File: src/rtl/ofdm_framer_pkg.sv
// Shared types, defaults and the IFFT bin-to-carrier mapping for the subcarrier mapper.
package ofdm_framer_pkg;

  localparam int FFT_SIZE_DEF      = 1024;
  localparam int USED_CARRIERS_DEF = 800;
  localparam int SYNC_BEAT_BITS    = 32;
  localparam logic signed [15:0] AMPLITUDE_DEF = 16'sh2D41;

  typedef struct packed {
    logic signed [15:0] q;
    logic signed [15:0] i;
  } sample_t;

  typedef struct packed {
    logic        is_null;
    logic [15:0] idx;
  } bin_map_t;

  // Natural IFFT order: upper half of the carriers right after DC, lower half at the top bins.
  function automatic bin_map_t bin_to_carrier(input int k, input int fft_size, input int used);
    bin_map_t m;
    int       h;
    h         = used / 2;
    m.is_null = 1'b1;
    m.idx     = '0;
    if (k >= 1 && k <= h) begin
      m.is_null = 1'b0;
      m.idx     = 16'(h + k - 1);
    end else if (k >= fft_size - h && k < fft_size) begin
      m.is_null = 1'b0;
      m.idx     = 16'(k - (fft_size - h));
    end
    return m;
  endfunction

endpackage

File: src/rtl/ofdm_symbol_pingpong.sv
// Two-bank symbol bit buffer: masked insert at the write offset, per-bank full/sync flags, read-bit mux.
module ofdm_symbol_pingpong
  import ofdm_framer_pkg::*;
#(
  parameter int USED_CARRIERS = USED_CARRIERS_DEF,
  parameter int BEAT_W        = 40,
  parameter int FILL_W        = $clog2(USED_CARRIERS + 1)
) (
  input  logic              clk,
  input  logic              rst,
  input  logic              wr_en,
  input  logic              wr_bank,
  input  logic [FILL_W-1:0] wr_off,
  input  logic [BEAT_W-1:0] wr_data,
  input  logic [BEAT_W-1:0] wr_mask,
  input  logic              wr_first,
  input  logic              wr_sync,
  input  logic              wr_done,
  input  logic              rd_release,
  input  logic              rd_bank,
  input  logic [15:0]       rd_idx,
  output logic [1:0]        full,
  output logic [1:0]        sync,
  output logic              rd_bit
);

  logic [USED_CARRIERS-1:0] bank [2];
  logic [USED_CARRIERS-1:0] ins_mask;
  logic [USED_CARRIERS-1:0] ins_data;

  // Bits shifted past the symbol end fall off, which truncates an overrunning beat.
  assign ins_mask = USED_CARRIERS'(wr_mask) << wr_off;
  assign ins_data = USED_CARRIERS'(wr_data) << wr_off;

  always_ff @(posedge clk) begin
    if (wr_en) bank[wr_bank] <= (bank[wr_bank] & ~ins_mask) | (ins_data & ins_mask);
  end

  always_ff @(posedge clk) begin
    if (rst) begin
      full <= '0;
      sync <= '0;
    end else begin
      for (int b = 0; b < 2; b++) begin
        if (wr_done && wr_bank == 1'(b)) full[b] <= 1'b1;
        else if (rd_release && rd_bank == 1'(b)) full[b] <= 1'b0;
        if (wr_en && wr_first && wr_bank == 1'(b)) sync[b] <= wr_sync;
      end
    end
  end

  assign rd_bit = |(bank[rd_bank] & (USED_CARRIERS'(1) << rd_idx));

endmodule

File: src/rtl/ofdm_subcarrier_mapper.sv
// BPSK subcarrier mapper: buffers one symbol of carrier bits, then streams FFT_SIZE bins in IFFT order.
// state  | meaning
// IDLE   | no full bank to stream, output invalid
// STREAM | presenting bin k of bank rd_bank, advancing on each output handshake
module ofdm_subcarrier_mapper
  import ofdm_framer_pkg::*;
#(
  parameter int                 FFT_SIZE           = FFT_SIZE_DEF,
  parameter int                 USED_CARRIERS      = USED_CARRIERS_DEF,
  parameter int                 S_AXIS_TDATA_WIDTH = 40,
  parameter int                 M_AXIS_TDATA_WIDTH = 32,
  parameter logic signed [15:0] AMPLITUDE          = AMPLITUDE_DEF
) (
  input  logic                            s_axis_data_aclk,
  input  logic                            s_axis_data_areset,
  input  logic [S_AXIS_TDATA_WIDTH-1:0]   s_axis_data_tdata,
  input  logic [S_AXIS_TDATA_WIDTH/8-1:0] s_axis_data_tstrb,
  input  logic                            s_axis_data_tvalid,
  output logic                            s_axis_data_tready,
  output logic [M_AXIS_TDATA_WIDTH-1:0]   m_axis_data_tdata,
  output logic                            m_axis_data_tvalid,
  input  logic                            m_axis_data_tready,
  output logic                            m_axis_data_tlast,
  output logic                            m_axis_data_tuser
);

  localparam int FILL_W = $clog2(USED_CARRIERS + 1);
  localparam int K_W    = $clog2(FFT_SIZE);
  localparam logic [FILL_W:0] USED_V   = (FILL_W + 1)'(USED_CARRIERS);
  localparam logic [FILL_W:0] LEN_SYNC = (FILL_W + 1)'(SYNC_BEAT_BITS);
  localparam logic [FILL_W:0] LEN_DATA = (FILL_W + 1)'(S_AXIS_TDATA_WIDTH);
  localparam logic [S_AXIS_TDATA_WIDTH-1:0] MASK_SYNC = S_AXIS_TDATA_WIDTH'({SYNC_BEAT_BITS{1'b1}});
  localparam logic [K_W-1:0] K_LAST   = K_W'(FFT_SIZE - 1);
  localparam logic [K_W-1:0] K_PENULT = K_W'(FFT_SIZE - 2);

  typedef enum logic {IDLE, STREAM} rd_state_t;

  rd_state_t         state;
  logic [K_W-1:0]    k;
  logic              wr_bank;
  logic              rd_bank;
  logic [FILL_W-1:0] fill;
  logic [FILL_W:0]   fill_sum;
  logic [1:0]        full;
  logic [1:0]        sync;
  logic              beat_sync;
  logic              wr_fire;
  logic              wr_done;
  logic              rd_release;
  logic              rd_bit;
  logic              start;
  logic              other_full;
  bin_map_t          map_nxt;
  sample_t           samp_nxt;
  logic              strb_unused;

  assign beat_sync          = s_axis_data_tstrb[0];
  assign strb_unused        = ^s_axis_data_tstrb[S_AXIS_TDATA_WIDTH/8-1:1];
  assign s_axis_data_tready = !full[wr_bank];
  assign wr_fire            = s_axis_data_tvalid && s_axis_data_tready;
  assign fill_sum           = {1'b0, fill} + (beat_sync ? LEN_SYNC : LEN_DATA);
  assign wr_done            = wr_fire && (fill_sum >= USED_V);

  always_ff @(posedge s_axis_data_aclk) begin
    if (s_axis_data_areset) begin
      wr_bank <= 1'b0;
      fill    <= '0;
    end else if (wr_fire) begin
      if (wr_done) begin
        wr_bank <= ~wr_bank;
        fill    <= '0;
      end else begin
        fill <= fill_sum[FILL_W-1:0];
      end
    end
  end

  ofdm_symbol_pingpong #(
    .USED_CARRIERS (USED_CARRIERS),
    .BEAT_W        (S_AXIS_TDATA_WIDTH),
    .FILL_W        (FILL_W)
  ) u_pingpong (
    .clk        (s_axis_data_aclk),
    .rst        (s_axis_data_areset),
    .wr_en      (wr_fire),
    .wr_bank    (wr_bank),
    .wr_off     (fill),
    .wr_data    (s_axis_data_tdata),
    .wr_mask    (beat_sync ? MASK_SYNC : '1),
    .wr_first   (fill == '0),
    .wr_sync    (beat_sync),
    .wr_done    (wr_done),
    .rd_release (rd_release),
    .rd_bank    (rd_bank),
    .rd_idx     (map_nxt.idx),
    .full       (full),
    .sync       (sync),
    .rd_bit     (rd_bit)
  );

  // Completing writes count as full this cycle so the reader starts without an extra bubble.
  assign start      = full[rd_bank] || (wr_done && (wr_bank == rd_bank));
  assign other_full = full[~rd_bank] || (wr_done && (wr_bank != rd_bank));
  assign rd_release = (state == STREAM) && m_axis_data_tready && (k == K_LAST);
  assign map_nxt    = bin_to_carrier(int'(k) + 1, FFT_SIZE, USED_CARRIERS);

  always_comb begin
    samp_nxt = '0;
    if (!map_nxt.is_null) samp_nxt.i = rd_bit ? AMPLITUDE : -AMPLITUDE;
  end

  always_ff @(posedge s_axis_data_aclk) begin
    if (s_axis_data_areset) begin
      state              <= IDLE;
      k                  <= '0;
      rd_bank            <= 1'b0;
      m_axis_data_tvalid <= 1'b0;
      m_axis_data_tdata  <= '0;
      m_axis_data_tlast  <= 1'b0;
      m_axis_data_tuser  <= 1'b0;
    end else begin
      case (state)
        IDLE: begin
          if (start) begin
            state              <= STREAM;
            k                  <= '0;
            m_axis_data_tvalid <= 1'b1;
            m_axis_data_tdata  <= '0;
            m_axis_data_tlast  <= 1'b0;
            m_axis_data_tuser  <= sync[rd_bank];
          end
        end
        STREAM: begin
          if (m_axis_data_tready) begin
            if (k == K_LAST) begin
              rd_bank           <= ~rd_bank;
              k                 <= '0;
              m_axis_data_tdata <= '0;
              m_axis_data_tlast <= 1'b0;
              if (other_full) begin
                m_axis_data_tuser <= sync[~rd_bank];
              end else begin
                state              <= IDLE;
                m_axis_data_tvalid <= 1'b0;
                m_axis_data_tuser  <= 1'b0;
              end
            end else begin
              k                 <= k + 1'b1;
              m_axis_data_tdata <= M_AXIS_TDATA_WIDTH'(samp_nxt);
              m_axis_data_tlast <= (k == K_PENULT);
              m_axis_data_tuser <= 1'b0;
            end
          end
        end
        default: state <= IDLE;
      endcase
    end
  end

  overflow_chk: assert property (@(posedge s_axis_data_aclk) disable iff (s_axis_data_areset)
    wr_fire |-> (fill_sum <= USED_V))
    else $error("input beat overruns the symbol boundary");

endmodule

File: config.mk
export PLATFORM = sky130hd
export DESIGN_NAME = ofdm_subcarrier_mapper
export DESIGN_NICKNAME = d
export VERILOG_FILES = /design/src/rtl/ofdm_framer_pkg.sv /design/src/rtl/ofdm_symbol_pingpong.sv /design/src/rtl/ofdm_subcarrier_mapper.sv
export SDC_FILE = /design/constraint.sdc
export NUM_CORES = 2
export LEC_CHECK = 0
export BUFFER_PORTS_ARGS = -buffer_cell sky130_fd_sc_hd__buf_2
export CORE_ASPECT_RATIO = 1.25
export CORE_MARGIN = 4
export CORE_UTILIZATION = 51
export CTS_CLUSTER_DIAMETER = 150
export DETAILED_ROUTE_END_ITERATION = 10
export PLACE_DENSITY_LB_ADDON = 0.2
export SLEW_MARGIN = 10
export SYNTH_ARGS = -nofsm -noshare
export SYNTH_HDL_FRONTEND = slang
export SYNTH_SLANG_ARGS = --single-unit
export TNS_END_PERCENT = 50
File: constraint.sdc
create_clock -name s_axis_data_aclk -period 69.8 [get_ports s_axis_data_aclk]
set_input_delay 3.49 -clock s_axis_data_aclk [delete_from_list [all_inputs] [get_ports s_axis_data_aclk]]
set_output_delay 3.49 -clock s_axis_data_aclk [all_outputs]
set_load 0.005 [all_outputs]
==> flow_metrics.env <==
export IMPL_critPathSlowestCell="ha_1"
export IMPL_final_cell_mix="edfxtp_1 (1600), mux2i_1 (1342), nor2_1 (621), a21oi_1 (621), nand2_1 (491)"
export IMPL_worst_path_largest_cell_delay_ps=840
export IMPL_arrival_ps=10420
export IMPL_start_util_pct=51.3
export IMPL_die_h_um=467
export IMPL_drcViolationCount=0
export IMPL_grt_pass1_wl_um=475000
export IMPL_combPwrFrac_pct=7.8
export IMPL_crit_path_start_kind="register"
export IMPL_nFillCells=14200
export IMPL_drive_gt1_share_pct=11.7
export IMPL_yosysSeqAreaShare_pct=56.5
export IMPL_dp_hpwl_um=235000
export IMPL_cts_setup_buffers=0
export IMPL_grt_max_degree=157
export IMPL_row_count=168
export IMPL_async_reset_ff_share_pct=0
export IMPL_nets=7275
export IMPL_max_freq_mhz=103
export IMPL_setup_tns_final_ps=0
export IMPL_grt_overflow=0
export IMPL_critPathTopFamily="compound AO/OA/AOI/OAI gates"
export IMPL_dr_pass1_iters=8
export IMPL_numCtsBuffers=168
export IMPL_multiInputGateArea_um2=35400
export IMPL_worstMarginPinSlew_ps=1420
export IMPL_yosys_warnings=0
export IMPL_whs_ps=461
export IMPL_wire_per_inst_um=36.0
export IMPL_clk_latency_ps=860
export IMPL_syn_cell_area_um2=86100
export IMPL_avgSynthCellArea_um2=11.9
export IMPL_setup_viol=0
export IMPL_synth_main_ff_cell="edfxtp_1"
export IMPL_yosysUniqueCellTypes=118
export IMPL_layout_commonest_cell="edfxtp_1"
export IMPL_routed_wl_um=345000
export IMPL_synth_seq_cells=1632
export IMPL_cp_max_fo=24
export IMPL_antenna_found_initial=30
export IMPL_power_density_nw_per_um2=23.1
export IMPL_cts_resized=0
export IMPL_relSlewSlack_pct=4.81
export IMPL_critPathBufInv=2
export IMPL_status="finished clean"
export IMPL_cts_tree="done"
export IMPL_utilization_pct=56.4
export IMPL_worst_setup_path_end_kind="register"
export IMPL_grt_use_total_pct=38.2
export IMPL_leakagePower_nw=28.9
export IMPL_r2r_slack_ps=60090
export IMPL_p_clk_share_pct=40.5
export IMPL_pwr_share_seq_pct=51.7
export IMPL_p_switching_w=0.000534
export IMPL_gp_congestion=1.03
export IMPL_rsz0062_at_grt="no"
export IMPL_maxSlewViolCount=0
export IMPL_ios=85
export IMPL_root_buffer="clkbuf_16"
export IMPL_dieArea_um2=176000
export IMPL_maxCapViolations=0
export IMPL_antenna_left=0
export IMPL_period_share_pct=13.9
export IMPL_port_buffers=64
export IMPL_first_iter_violations=10100
export IMPL_finalCriticalPeriod_ps=9710
export IMPL_hold_viol_final=0
export IMPL_sw_frac_of_total_pct=24.4
export IMPL_vias_per_cell=6.94
export IMPL_path_clk_slew_ps=60
export IMPL_cp_required_ps=70510
export IMPL_peakVddDrop_mv=0.0229
export IMPL_cts_path_max_buffers=3
export IMPL_via_count=66600
export IMPL_cts_sinks=1632
export IMPL_path_class="register to register"
export IMPL_die_w_um=376
export IMPL_hp_class="register to register"
export IMPL_skew_ps=45.6
export IMPL_register_area_um2=48700
export IMPL_syn_inst=7241
export IMPL_area_growth_pct=9.81
export IMPL_worstPathCellList="ha_1 > and3_1 > xnor2_1 > ha_1 > nand3_1 > a21oi_1 > o211ai_2 > a31oi_4 > a311o_1 > a21o_2 > buf_4 > buf_4 > nor2_1 > or4b_1 > nor4_1 > o22ai_1 > a2111oi_2 > nand4_1 > a32oi_1 > o31ai_1"
export IMPL_fp_coreArea_um2=168000
export IMPL_grt_pass1_vias=62900
export IMPL_synth_edf_count=1600
export IMPL_hold_buffers=0
export IMPL_internal_power_w=0.00165
export IMPL_htree_num_levels=4
synth_stat cells (17+ instances only):
library cell,count,area [um2]
mux2i_1,1343,13400
o32ai_1,39,342
a221oi_1,52,455
nand4_1,37,231
a31oi_1,49,307
edfxtp_1,1600,48000
mux2_2,178,2000
nand2b_1,17,106
buf_4,40,300
o22ai_1,246,1540
o21ai_1,21,105
clkbuf_1,363,1360
and3_1,21,131
o21ai_0,351,1760
buf_1,47,176
a22oi_1,56,420
nor2b_1,180,1130
nor4_1,27,169
buf_2,73,365
o22a_1,71,622
nand3_1,58,290
dfxtp_1,32,641
inv_1,31,116
nor2_1,629,2360
nor3_1,99,495
a21oi_1,624,3120
a211oi_1,132,991
nand2_1,491,1840
worst register-to-register path, delay by kind of cell, from the launching register on:
| kind | cells | cell delay, ps |
|---|---|---|
| adders and majority gates | 2 | 1130 |
| xor gates and xnor gates | 1 | 340 |
| DFF | 1 | 780 |
| buffers and inverters | 2 | 990 |
| and+or+nand+nor | 6 | 2140 |
| AOI/OAI and AO/OA | 9 | 4190 |
routing by layer:
metal | vias to the layer above | wire [um] | global-route usage, %
li1 | 27900 | - | -
met2 | 4394 | 150000 | 57.0
met1 | 33100 | 122000 | 46.8
met3 | 1153 | 39800 | 11.0
met5 | - | 106 | 0
met4 | 12 | 32800 | 30.2
final cells by class:
cell class | instances | area share, %
Inverter | 32 | 0.127
Multi-Input combinational cell | 5058 | 37.4
Timing Repair Buffer | 321 | 2.44
Clock inverter | 86 | 0.816
Tap cell | 2210 | 2.92
Antenna cell | 27 | 0.0714
Sequential cell | 1632 | 51.5
Clock buffer | 221 | 4.74
metrics by stage:
step | instances | area (um2) | worst slack (ps) | total power (W)
2_1_floorplan | 7256 | 86200 | 6430 | 0.00128
3_3_place_gp | 9252 | 89200 | 60460 | 0.00131
3_5_place_dp | 9252 | 89200 | 60460 | 0.00131
4_1_cts | 9559 | 94500 | 60430 | 0.00219
5_1_grt | 9562 | 94500 | 59990 | 0.00224
6_report | 9587 | 94600 | 60090 | 0.00219
state kept, by name (all words and copies together) (netlist names), 2 cells and up, named ones only:
name / flops
u_pingpong.sync: 2
k: 10
u_pingpong.full: 2
fill: 7
u_pingpong.bank: 1600
m_axis_data_tdata: 3
path summary, 6_finish.rpt:
path                                              to  depth (start not counted)                            from
hold / removal        m_axis_data_tuser$_SDFFE_PP0P_                          2  m_axis_data_tuser$_SDFFE_PP0P_
setup reg to reg  m_axis_data_tdata[13]$_SDFFE_PP0P_                         20               k[1]$_SDFFE_PP0P_
hold reg to reg       m_axis_data_tuser$_SDFFE_PP0P_                          2  m_axis_data_tuser$_SDFFE_PP0P_
setup / recovery  m_axis_data_tdata[13]$_SDFFE_PP0P_                         20               k[1]$_SDFFE_PP0P_
power groups by stage:
stage                     Clock, W  Sequential (W)  Combinational (W)
after CTS                 0.000891         0.00113           0.000164
after global routing      0.000931         0.00113           0.000178
after floorplan                  0         0.00119          0.0000938
after detailed placement         0         0.00115           0.000163
final                     0.000886         0.00113           0.000171
after global placement           0         0.00115           0.000159
cell families (layout without fill, tap and decap cells):
kind of cell	after synthesis	in the layout	share of synthesized area, %
buffers and inverters	566	660	2.81
multiplexers	1530	1530	18.2
other	1	43	0.00435
adder cells (fa/ha/maj)	14	14	0.200
flip-flops	1632	1632	56.5
XOR/XNOR	19	19	0.232
AO/OA/AOI/OAI	1831	1831	13.4
AND/OR/NAND/NOR	1648	1648	8.69
No activity file was read; power rests on OpenSTA's default activity.
